**src/rtl/shifter_arbiter.sv**
```systemverilog
// shifter_arbiter
//   Shares one Right_Barrel_Shifter between two requesters. A request is
//   latched into op_data/op_ctrl. The shifter output is then registered into
//   rsp_data and returned to the port that issued the request. When both ports
//   request at once, the port that was not granted last time wins.
//
// Ports
//   clk, rst               clock, asynchronous active-high reset
//   req_valid/req_ready    per-port request handshake (ready is combinational)
//   req_data0/1            per-port operand
//   req_ctrl0/1            per-port shift amount
//   rsp_valid/rsp_ready    per-port response handshake
//   rsp_data               result, meaningful on the port with rsp_valid set
//   busy                   high whenever the sequencer is not idle
//
// Right_Barrel_Shifter
//   Logical right shift of a 16-bit operand by 0..15 positions, zero fill.
//   Built as four mux stages that shift by 1, 2, 4 and 8.

module Right_Barrel_Shifter (
  input  logic [15:0] data,
  input  logic [3:0]  control,
  output logic [15:0] result
);

  logic [15:0] s0, s1, s2;

  assign s0     = control[0] ? {1'b0,  data[15:1]} : data;
  assign s1     = control[1] ? {2'b0,  s0[15:2]}   : s0;
  assign s2     = control[2] ? {4'b0,  s1[15:4]}   : s1;
  assign result = control[3] ? {8'b0,  s2[15:8]}   : s2;

endmodule

// state | meaning
// ------+------------------------------------------------------------
// IDLE  | arbitrating; req_ready offered to the winner
// SHIFT | shifter settling on op_data/op_ctrl; result captured on edge
// RESP  | rsp_valid[gnt] held with stable rsp_data until rsp_ready[gnt]
module shifter_arbiter #(
  parameter int DATA_W = 16,
  parameter int CTRL_W = 4
) (
  input  logic              clk,
  input  logic              rst,
  input  logic [1:0]        req_valid,
  output logic [1:0]        req_ready,
  input  logic [DATA_W-1:0] req_data0,
  input  logic [DATA_W-1:0] req_data1,
  input  logic [CTRL_W-1:0] req_ctrl0,
  input  logic [CTRL_W-1:0] req_ctrl1,
  output logic [1:0]        rsp_valid,
  input  logic [1:0]        rsp_ready,
  output logic [DATA_W-1:0] rsp_data,
  output logic              busy
);

  typedef enum logic [1:0] {
    IDLE  = 2'd0,
    SHIFT = 2'd1,
    RESP  = 2'd2
  } state_t;

  state_t              state;
  logic [DATA_W-1:0]   op_data;
  logic [CTRL_W-1:0]   op_ctrl;
  logic                gnt;
  logic                last_grant;
  logic                win;
  logic [DATA_W-1:0]   result;

  Right_Barrel_Shifter u_shifter (
    .data    (op_data),
    .control (op_ctrl),
    .result  (result)
  );

  // On a tie the port that did not win last time gets the slot, so a port
  // that keeps re-requesting can never lock the other one out.
  always_comb begin
    win = 1'b0;
    case (req_valid)
      2'b01:   win = 1'b0;
      2'b10:   win = 1'b1;
      2'b11:   win = ~last_grant;
      default: win = 1'b0;
    endcase
  end

  assign req_ready = (state == IDLE && req_valid[win]) ? (win ? 2'b10 : 2'b01) : 2'b00;

  always_ff @(posedge clk or posedge rst) begin
    if (rst) begin
      state      <= IDLE;
      op_data    <= '0;
      op_ctrl    <= '0;
      gnt        <= 1'b0;
      last_grant <= 1'b1;
      rsp_valid  <= 2'b00;
      rsp_data   <= '0;
      busy       <= 1'b0;
    end else begin
      case (state)
        IDLE: begin
          if (|req_ready) begin
            op_data    <= win ? req_data1 : req_data0;
            op_ctrl    <= win ? req_ctrl1 : req_ctrl0;
            gnt        <= win;
            last_grant <= win;
            busy       <= 1'b1;
            state      <= SHIFT;
          end
        end
        SHIFT: begin
          rsp_data  <= result;
          rsp_valid <= gnt ? 2'b10 : 2'b01;
          state     <= RESP;
        end
        RESP: begin
          // rsp_ready of the other port is deliberately ignored.
          if (rsp_ready[gnt]) begin
            rsp_valid <= 2'b00;
            busy      <= 1'b0;
            state     <= IDLE;
          end
        end
        default: begin
          rsp_valid <= 2'b00;
          busy      <= 1'b0;
          state     <= IDLE;
        end
      endcase
    end
  end

endmodule
```
**config.mk**
```make
export PLATFORM = sky130hd
export DESIGN_NAME = shifter_arbiter
export DESIGN_NICKNAME = d
export VERILOG_FILES = /design/src/rtl/shifter_arbiter.sv
export SDC_FILE = /design/constraint.sdc
export NUM_CORES = 1
export LEC_CHECK = 0
export ABC_CLOCK_PERIOD_IN_PS = 4480
export BUFFER_PORTS_ARGS = -buffer_cell sky130_fd_sc_hd__buf_4
export CAP_MARGIN = 20
export CELL_PAD_IN_SITES_DETAIL_PLACEMENT = 2
export CELL_PAD_IN_SITES_GLOBAL_PLACEMENT = 2
export CORE_AREA = 5 5 96 98
export CTS_CLUSTER_DIAMETER = 120
export DETAILED_ROUTE_END_ITERATION = 8
export DIE_AREA = 0 0 101 103
export PLACE_DENSITY = 0.76
export SLEW_MARGIN = 40
export SYNTH_ARGS = -nofsm -noshare
export SYNTH_HDL_FRONTEND = slang
export SYNTH_SLANG_ARGS = --single-unit
```
**constraint.sdc**
```tcl
create_clock -name clk -period 4.48 [get_ports clk]
set_clock_uncertainty 0.15 [all_clocks]
set_input_delay 0.672 -clock clk [delete_from_list [all_inputs] [get_ports clk]]
set_output_delay 0.672 -clock clk [all_outputs]
set_load 0.01 [all_outputs]
```
==> results.sh <==
export IMPL_status="finished clean"
export IMPL_rsz0062_at_grt="no"
export IMPL_place_ws_ps=1790
export IMPL_final_util_pct=36.2
export IMPL_clock_sinks=43
export IMPL_synth_top_cell_by_area="dfrtp_1"
export IMPL_place_area_sq_um=2950
export IMPL_hp_class="register to register"
export IMPL_h_tree_depth=2
export IMPL_grt_pass1_vias=2146
export IMPL_die_area_sq_um=10400
export IMPL_relSlewSlack_pct=47.1
export IMPL_postCtsSetupRepairBufs=0
export IMPL_synth_seq_cells=43
export IMPL_setup_slack_ps=1820
export IMPL_synth_area_leaders="dfrtp_1 (44%), mux4_1 (9.9%), a22o_1 (8.5%), a21o_1 (6.9%), mux4_2 (5.7%)"
export IMPL_cp_top_family="buffers and inverters"
export IMPL_crit_fanout=25
export IMPL_maxSlewViolCount=0
export IMPL_grt_pass1_wl_mm=11.5
export IMPL_synth_area_sq_um=2380
export IMPL_final_setup_tns_ps=0
export IMPL_antenna_left=0
export IMPL_netlist_instances=198
export IMPL_vias=1950
export IMPL_cts_max_path_buffers=2
export IMPL_required_ps=3660
export IMPL_power_density_nw_per_um2=734
export IMPL_timing_critical_path_mode_cell="buf_4"
export IMPL_crit_arrival_ps=1840
export IMPL_slowest_delay_ps=440
export IMPL_vdd_drop_max_uv=272
export IMPL_grt_overflow=0
export IMPL_regArea_sq_um=1080
export IMPL_path_class="register to primary output"
export IMPL_start_kind="register"
export IMPL_die_h_um=103
export IMPL_final_layout_size_suffix_gt1_share_pct=33.5
export IMPL_wirelength_mm=7.07
export IMPL_root_buffer="clkbuf_8"
export IMPL_tightest_slew_ps=793
export IMPL_max_freq_ghz=0.376
export IMPL_antenna_found_initial=0
export IMPL_num_io_pins=67
export IMPL_dp_hpwl_mm=5.27
export IMPL_cts_made_buffers=5
export IMPL_core_area_sq_um=8380
export IMPL_period_share_pct=59.3
export IMPL_global_route_usage_total_pct=13.8
export IMPL_fp_dieW_um=101
export IMPL_maxCapViolCount=0
export IMPL_grt_max_degree=44
export IMPL_drtIter0Drc=64
export IMPL_synthToLayoutAreaGrowth_pct=27.6
export IMPL_yosysWarnings=0
export IMPL_dr_pass1_iters=4
export IMPL_yosys_cell_types_count=31
export IMPL_synth_edf_count=0
export IMPL_synth_most_common_cell="dfrtp_1"
export IMPL_syn_area_per_cell_sq_um=12.0
export IMPL_leakage_nw=1.52
export IMPL_setup_viol_count_final=0
export IMPL_cts_tree="yes"
export IMPL_final_area_sq_um=3040
export IMPL_synth_top_area_share_pct=44.1
export IMPL_yosysSeqAreaShare_pct=45.2
export IMPL_end_kind="primary output"
export IMPL_num_fill_cells=892
export IMPL_multi_input_area_sq_um=1210
export IMPL_start_util_pct=28.4
export IMPL_post_route_drc_count=0
export IMPL_routedWlPerCell_um=19.2
export IMPL_final_nets=305
export IMPL_final_hold_violation_count=0
export IMPL_finalCriticalPeriod_ps=2660
export IMPL_cpMaxStageDelayCell="dfrtp_1"
export IMPL_syn_num_nets=244
export IMPL_cts_resized_gates=0
export IMPL_synthArstFlopShare_pct=100
export IMPL_clkLatencyLatePin_ps=290
export IMPL_path_buf_inv=3
export IMPL_ys_flop_type="dfrtp_1"
export IMPL_hold_buffers=0
export IMPL_routed_via_density=5.30
export IMPL_clk_pin_slew_ps=80
export IMPL_synth_commonest_cells="dfrtp_1 (42), a22o_1 (23), a21o_1 (22)"
export IMPL_diodes=0
export IMPL_crit_chain="nor2_1 > o21ai_1 > buf_4 > a21oi_1 > buf_4 > buf_4"
export IMPL_rows=34
export IMPL_portBuffers=66
export IMPL_globalplace_congestion=0.772
-- metrics by stage --
stage / total power, mW / hold WS [ps] / cells
floorplan: 1.60 / 344 / 198
global placement: 1.94 / 324 / 360
detailed placement: 2.01 / 330 / 360
CTS: 2.26 / 349 / 368
global route: 2.40 / 375 / 368
finish: 2.23 / 339 / 368
-- worst register-to-register path, delay by kind of cell, from the launching register on --
kind,cells,cell delay [ps]
flops,1,860
mux,1,700
simple gates,1,210
compound gates,2,200
-- power breakdown --
group	total [mW]	internal, mW	switching (mW)
combinational	1.14	0.625	0.517
sequential	0.841	0.571	0.269
clock	0.245	0.110	0.136
total	2.23	1.31	0.923
-- cells by family (layout without fill, tap and decap cells) --
logic type             after synthesis  count (layout)  share of synthesized area, %
AOI/OAI and AO/OA                   75              75                          23.4
buffers and inverters               19              81                          3.99
DFF                                 43              43                          45.2
muxes                               25              25                          19.8
and+or+nand+nor                     36              36                          7.51
-- cell usage in the layout (no fill, tap or decap) --
| master | n |
|---|---|
| clkbuf_8 | 5 |
| a22oi_1 | 2 |
| a21oi_1 | 8 |
| a22o_2 | 1 |
| nand2b_1 | 4 |
| clkinv_1 | 1 |
| and3_2 | 1 |
| nor2b_1 | 4 |
| nor3_2 | 1 |
| buf_4 | 69 |
| dfrtp_2 | 1 |
| o2bb2ai_1 | 1 |
| clkbuf_1 | 2 |
| mux4_2 | 6 |
| dfstp_2 | 1 |
| a211oi_1 | 1 |
| o22ai_1 | 1 |
| nand2_1 | 12 |
| clkinv_2 | 1 |
| a221oi_2 | 1 |
| nor3b_1 | 1 |
| a21o_1 | 22 |
| mux2i_1 | 10 |
| nand3b_1 | 1 |
| o21ai_1 | 3 |
| o21ai_0 | 8 |
| nor2_1 | 9 |
| o211ai_1 | 1 |
| o221ai_1 | 2 |
| a22o_1 | 23 |
| inv_1 | 3 |
| mux4_1 | 9 |
| a32oi_1 | 1 |
| and3_1 | 3 |
| dfrtp_1 | 41 |
-- registers in the layout, summed over array words and instances, names as in the netlist --
register and count:
state 2, op_data 16, busy 1, rsp_data 16
rsp_valid 2, last_grant 1, gnt 1, op_ctrl 4
-- metal layers --
layer | routed length [um] | vias to the layer above | GRT usage (%)
li1 | - | 889 | -
met1 | 3230 | 1000 | 18.5
met2 | 3490 | 53 | 23.6
met3 | 279 | 8 | 2.23
met4 | 71 | 0 | 2.86
met5 | 0 | - | 0
-- path summary, 6_finish.rpt --
kind | startpoint | endpoint | slack [ps] | cells after the start
setup / recovery | state[0] | req_ready[0] | 1820 | 6
setup reg to reg | op_ctrl[1] | rsp_data[4] | 2240 | 4
hold reg to reg | rsp_data[8] | rsp_data[8] | 340 | 2
max in group asynchronous | rst | op_ctrl[0] | 3400 | 3
min in group asynchronous | rst | gnt | 380 | 3
hold / removal | rsp_data[8] | rsp_data[8] | 340 | 2
-- area by class of cell --
class	count	share of cell area, %
multi-input cells	136	39.8
inverters	4	0.494
repair buffers	69	17.1
clock buffers	7	2.51
clock inverters	1	0.165
flip-flops and latches	43	35.5
well taps	108	4.45
(Power assumes the default switching activity.)
